[src/rtl/mera_bus_pkg.sv]
`default_nettype none
// ============================================================================
// Module      : mera_bus_pkg
// Description : Shared types and idle-level constants for MERA-400 bus masters
// Revision    : 1.0 - initial release
// ============================================================================

package mera_bus_pkg;

    typedef enum logic [1:0] {
        IDLE    = 2'd0,
        STROBE  = 2'd1,
        RELEASE = 2'd2
    } bus_state_t;

    // Active-low bus: an idle line reads all ones
    localparam logic [3:0]  NB_IDLE   = 4'hF;
    localparam logic [15:0] WORD_IDLE = 16'hFFFF;

endpackage

`default_nettype wire

[src/rtl/bus_timeout.sv]
`default_nettype none
// ============================================================================
// Module      : bus_timeout
// Description : Clearable up-counter that flags terminal count TIMEOUT-1
// Revision    : 1.0 - initial release
// ============================================================================

module bus_timeout #(
    parameter int TIMEOUT = 64
) (
    input  logic clk,
    input  logic rst_,
    input  logic clr,
    input  logic en,
    output logic tc
);

    localparam int CW = (TIMEOUT > 2) ? $clog2(TIMEOUT) : 1;

    logic [CW-1:0] r_cnt;

    // Saturates at terminal count so tc stays asserted until cleared
    always_ff @(posedge clk or negedge rst_) begin
        if (!rst_) begin
            r_cnt <= '0;
        end else if (clr) begin
            r_cnt <= '0;
        end else if (en && !tc) begin
            r_cnt <= r_cnt + CW'(1);
        end
    end

    assign tc = (r_cnt == CW'(TIMEOUT - 1));

endmodule

`default_nettype wire

[src/rtl/mem_bus_master.sv]
`default_nettype none
// ============================================================================
// Module      : mem_bus_master
// Description : Single-word read/write master for the active-low memory bus.
//               MERA-400 bit 0 (MSB) maps to vector bit [N-1] here.
// Revision    : 1.0 - initial release
// ============================================================================

module mem_bus_master
    import mera_bus_pkg::*;
#(
    parameter int TIMEOUT = 64
) (
    input  logic        clk,
    input  logic        rst_,
    input  logic        req,
    input  logic        we,
    input  logic [3:0]  nb,
    input  logic [15:0] ad,
    input  logic [15:0] wdata,
    output logic        busy,
    output logic        done,
    output logic        alarm,
    output logic [15:0] rdata,
    output logic [3:0]  nb_,
    output logic [15:0] ad_,
    output logic [15:0] rdt_,
    output logic        r_,
    output logic        w_,
    output logic        s_,
    input  logic [15:0] ddt_,
    input  logic        ok_
);

    bus_state_t r_state;
    logic       r_is_write;
    logic       r_alarm_flag;
    logic       w_tc;
    logic       w_cnt_clr;
    logic       w_cnt_en;

    // Counter restarts on every state entry so each wait gets a full budget
    always_comb begin
        w_cnt_clr = (r_state == IDLE) || ((r_state == STROBE) && (!ok_ || w_tc));
        w_cnt_en  = (r_state != IDLE);
    end

    bus_timeout #(
        .TIMEOUT (TIMEOUT)
    ) u_timeout (
        .clk (clk),
        .rst_(rst_),
        .clr (w_cnt_clr),
        .en  (w_cnt_en),
        .tc  (w_tc)
    );

    assign s_ = 1'b1;

    always_ff @(posedge clk or negedge rst_) begin
        if (!rst_) begin
            r_state      <= IDLE;
            r_is_write   <= 1'b0;
            r_alarm_flag <= 1'b0;
            busy         <= 1'b0;
            done         <= 1'b0;
            alarm        <= 1'b0;
            rdata        <= '0;
            nb_          <= NB_IDLE;
            ad_          <= WORD_IDLE;
            rdt_         <= WORD_IDLE;
            r_           <= 1'b1;
            w_           <= 1'b1;
        end else begin
            done  <= 1'b0;
            alarm <= 1'b0;
            case (r_state)
                IDLE: begin
                    if (req) begin
                        nb_          <= ~nb;
                        ad_          <= ~ad;
                        rdt_         <= we ? ~wdata : WORD_IDLE;
                        r_is_write   <= we;
                        r_           <= we;
                        w_           <= ~we;
                        r_alarm_flag <= 1'b0;
                        busy         <= 1'b1;
                        r_state      <= STROBE;
                    end
                end
                STROBE: begin
                    if (!ok_) begin
                        if (!r_is_write) begin
                            rdata <= ~ddt_;
                        end
                        r_      <= 1'b1;
                        w_      <= 1'b1;
                        r_state <= RELEASE;
                    end else if (w_tc) begin
                        r_           <= 1'b1;
                        w_           <= 1'b1;
                        r_alarm_flag <= 1'b1;
                        r_state      <= RELEASE;
                    end
                end
                RELEASE: begin
                    // Lines stay put until the slave lets go of ok_ (or gives up)
                    if (ok_ || w_tc) begin
                        done    <= 1'b1;
                        alarm   <= r_alarm_flag | ~ok_;
                        busy    <= 1'b0;
                        nb_     <= NB_IDLE;
                        ad_     <= WORD_IDLE;
                        rdt_    <= WORD_IDLE;
                        r_state <= IDLE;
                    end
                end
                default: begin
                    r_      <= 1'b1;
                    w_      <= 1'b1;
                    busy    <= 1'b0;
                    r_state <= IDLE;
                end
            endcase
        end
    end

endmodule

`default_nettype wire

[config.mk]
export PLATFORM = sky130hd
export DESIGN_NAME = mem_bus_master
export DESIGN_NICKNAME = d
export VERILOG_FILES = /design/src/rtl/mera_bus_pkg.sv /design/src/rtl/bus_timeout.sv /design/src/rtl/mem_bus_master.sv
export SDC_FILE = /design/constraint.sdc
export NUM_CORES = 1
export LEC_CHECK = 0
export ABC_AREA = 1
export CAP_MARGIN = 20
export CORE_MARGIN = 2
export CORE_UTILIZATION = 48
export CTS_CLUSTER_DIAMETER = 150
export CTS_CLUSTER_SIZE = 20
export DETAILED_ROUTE_END_ITERATION = 12
export GPL_ROUTABILITY_DRIVEN = 0
export PLACE_DENSITY_LB_ADDON = 0.1
export SYNTH_ARGS = -nofsm -noshare
export SYNTH_HDL_FRONTEND = slang
export SYNTH_SLANG_ARGS = --single-unit
[constraint.sdc]
create_clock -name clk -period 2.85 [get_ports clk]
set_clock_uncertainty 0.1 [all_clocks]
set_input_delay 0.7125 -clock clk [delete_from_list [all_inputs] [get_ports clk]]
set_output_delay 0.7125 -clock clk [all_outputs]
set_load 0.01 [all_outputs]
==> run metrics <==
power density over the cells 1100 nW/um^2; fraction of power consumed by the clock network 0.157; buffering stage count on the worst path with inverters included 1; CP startpoint kind register; internal cell power 3.14 mW; worst path setup slack after routing 0.602 ns; count of synthesis-stage warnings from yosys 0; final critical-path required period 2.25 ns; Setup Slack @ Placement 0.611 ns; dpl hpwl 5030 um; Worst IR Drop VDD 563 uV; Initial Util 0.494; Critical Path Max Stage Delay 0.56 ns; Core Area 6280 um^2; CTS tree done; Root Driver sky130_fd_sc_hd__clkbuf_8; summed instance area of the synthesized netlist 3100 um^2; maximum number of pins on one net before global-route repair 44; initial drt markers 82; post-detailed-route wirelength per cell 13.6 um; synthesis-to-finish area growth 43.4%; launch instance of the worst register-to-register path r_state[0]; period utilisation layout 0.789; share of synthesized area occupied by flip-flops and latches 0.557; initial antenna violation count 0; count of endpoints failing setup in the final report 0; endpoint class of the critical path output port; total clock buffers created by CTS 9; Leakage 2.08 nW; gate family responsible for the most delay along the worst path buffers and inverters; Net Count, Synth 398; wire length of the first global-routing pass 12,400 um; Fin. Hold Viols 0; clock-pin transition on the worst setup and hold timing paths 0.07 ns; Yosys cell types 25; H-tree depth 3; count of placed standard cells in the final layout, fillers left out 533; clock latency reported for the late side of the worst-skew pair 0.33 ns; Seq cells post-synth 67; count of input and output buffers 113; GRT Resource Usage Total 0.217; sinks on the clock net 67; number of resized instances in the post-cts repair step 0; largest fanout on the critical path 2; detailed-route vias per instance 4.98; max-capacitance violation count 0; number of global-route vias before repair 2,641; total count of max-transition violations in the final report 0; number of buffers between clock root and the deepest sink 2; run status completed; count of unresolved DRC violations after routing 0; number of placed cells counting well taps 517; unrepaired setup endpoints after global routing no; routed length on met1 3280 um; average size of a mapped cell 9.11 um^2; number of antenna-violating nets in the routed design 0; met3 wire len 603 um; arrival time reported for the critical path endpoint 1.44 ns; number of cell rows 29; Final Util 0.708; die width 84.3 um; Die ar. 7110 um^2; CP Class reg2out; Highest Signal Layer met4; remaining global-route overflow 0; NetSw 1.73 mW; final net count 509; final non-filler cell area 4440 um^2; overall power 4.87 mW; final antenna diode count 0; Hold Path Class in2async; remaining max-slew budget at the tightest pin 0.605; worst path required time 2.04 ns; total detailed-routing wirelength 7250 um; detailed-routed wire length on met2 3280 um; postcts setup bufs 0; Worst Hold Margin 0.274 ns; sequential power share 0.384; Top Ports 115; overall via count from detail_route 2,654; placed inst area 4250 um^2; CP cell instances clkdlybuf4s50_1; first-pass detailed-route iteration total 4; actual slew at the worst max-slew pin 0.592 ns; fraction of final layout cells sized beyond drive strength 1 0.206; hold_buf cts 0; relative contribution of combinational cells to total power 0.459; capturing point of the worst reg2reg path nb_[0]; critical path's slowest cell sky130_fd_sc_hd__clkdlybuf4s50_1; depth of the most critical reg-to-reg path 5; max frequency 445 MHz; summed negative setup slack over all endpoints 0 ns; height of the die 84.3 um; r2r setup slk 1.20 ns; synthesized netlist cell count 340; fill cell instance count of the final layout 522; switching share of power 0.355
synthesized netlist by cell type:
library cell	n	area (um^2)
sky130_fd_sc_hd__nand3_1	21	105
sky130_fd_sc_hd__dfstp_2	38	998
sky130_fd_sc_hd__o21ai_1	10	50.1
sky130_fd_sc_hd__nor2_4	2	22.5
sky130_fd_sc_hd__nand2_2	3	18.8
sky130_fd_sc_hd__nor2_2	1	6.26
sky130_fd_sc_hd__ha_1	1	12.5
sky130_fd_sc_hd__nand2_1	149	559
sky130_fd_sc_hd__dfrtp_1	29	726
sky130_fd_sc_hd__buf_4	8	60.1
sky130_fd_sc_hd__nand3_2	21	210
sky130_fd_sc_hd__o21ai_2	6	52.6
sky130_fd_sc_hd__conb_1	1	3.75
sky130_fd_sc_hd__buf_2	7	35.0
sky130_fd_sc_hd__nand3b_1	1	7.51
sky130_fd_sc_hd__buf_6	3	33.8
sky130_fd_sc_hd__inv_2	1	3.75
sky130_fd_sc_hd__a21oi_1	3	15.0
sky130_fd_sc_hd__o21ai_0	6	30.0
sky130_fd_sc_hd__xor2_1	1	8.76
sky130_fd_sc_hd__inv_1	10	37.5
sky130_fd_sc_hd__nand2_4	2	22.5
sky130_fd_sc_hd__o21bai_4	1	18.8
sky130_fd_sc_hd__nor2_1	12	45.0
sky130_fd_sc_hd__nor3_1	3	15.0
layer usage:
layer / up-vias / GRT usage
met1: 1256 / 0.290
met4: 0 / 0.0707
met5: - / 0
met3: 9 / 0.0678
li1: 1295 / -
met2: 94 / 0.339
worst max path at each step:
| stage | cells past startpoint | to | startpoint |
|---|---|---|---|
| 2_1_floorplan | 6 | ad_[0] | ok_ |
| 4_1_cts | 1 | ad_[1] | ad_[1] |
| 6_report | 1 | ad_[1] | ad_[1] |
| 3_3_place_gp | 5 | ad_[3] | req |
| 5_1_grt | 1 | rdt_[2] | rdt_[2] |
| 3_5_place_dp | 5 | nb_[0] | req |
state kept, by name, summed over array words and instances (netlist names):
signal / flops
ad_: 16
rdata: 16
rdt_: 16
u_timeout.r_cnt: 6
nb_: 4
r_state: 2
alarm: 1
busy: 1
done: 1
r_: 1
r_alarm_flag: 1
r_is_write: 1
w_: 1
final cells by class:
cell class / instances / area, um^2 / area share
Clock buffer: 13 / 149 / 0.0335
Clock inverter: 3 / 40.0 / 0.00901
Inverter: 11 / 41.3 / 0.00929
Multi-Input combinational cell: 244 / 1200 / 0.271
Sequential cell: 67 / 1720 / 0.388
Tap cell: 77 / 96.3 / 0.0217
Timing Repair Buffer: 118 / 1190 / 0.268
cell usage in the layout (no fill, tap or decap), types with 2 or more instances in the layout:
| cell type | instances |
|---|---|
| sky130_fd_sc_hd__clkinv_2 | 2 |
| sky130_fd_sc_hd__clkbuf_1 | 3 |
| sky130_fd_sc_hd__o21ai_1 | 10 |
| sky130_fd_sc_hd__nand2_4 | 2 |
| sky130_fd_sc_hd__dfstp_2 | 38 |
| sky130_fd_sc_hd__dfrtp_1 | 29 |
| sky130_fd_sc_hd__inv_1 | 10 |
| sky130_fd_sc_hd__nand3_2 | 21 |
| sky130_fd_sc_hd__buf_4 | 3 |
| sky130_fd_sc_hd__nand2_2 | 3 |
| sky130_fd_sc_hd__clkbuf_8 | 10 |
| sky130_fd_sc_hd__nor2_1 | 12 |
| sky130_fd_sc_hd__clkdlybuf4s50_1 | 112 |
| sky130_fd_sc_hd__a21oi_1 | 3 |
| sky130_fd_sc_hd__nor2_4 | 2 |
| sky130_fd_sc_hd__nand3_1 | 21 |
| sky130_fd_sc_hd__nor3_1 | 3 |
| sky130_fd_sc_hd__o21ai_0 | 6 |
| sky130_fd_sc_hd__o21ai_2 | 6 |
| sky130_fd_sc_hd__nand2_1 | 149 |
| sky130_fd_sc_hd__buf_12 | 2 |
power groups by stage:
stage	registers (mW)	clock network [mW]	logic, mW
finish	1.87	0.768	2.24
global route	1.93	0.827	2.49
floorplan	2.05	0	1.02
global placement	1.87	0	2.20
detailed placement	1.88	0	2.26
CTS	1.87	0.781	2.27
cells by family (layout without fill, tap and decap cells):
| kind of cell | after synthesis | in the layout | share of synthesized area |
|---|---|---|---|
| fa+ha+maj | 1 | 1 | 0.00404 |
| xor+xnor | 1 | 1 | 0.00283 |
| other cells | 1 | 1 | 0.00121 |
| buf+inv | 29 | 145 | 0.0549 |
| flops | 67 | 67 | 0.557 |
| compound gates | 26 | 26 | 0.0537 |
| simple gates | 215 | 215 | 0.327 |
Power figures use the tool's default switching activity.
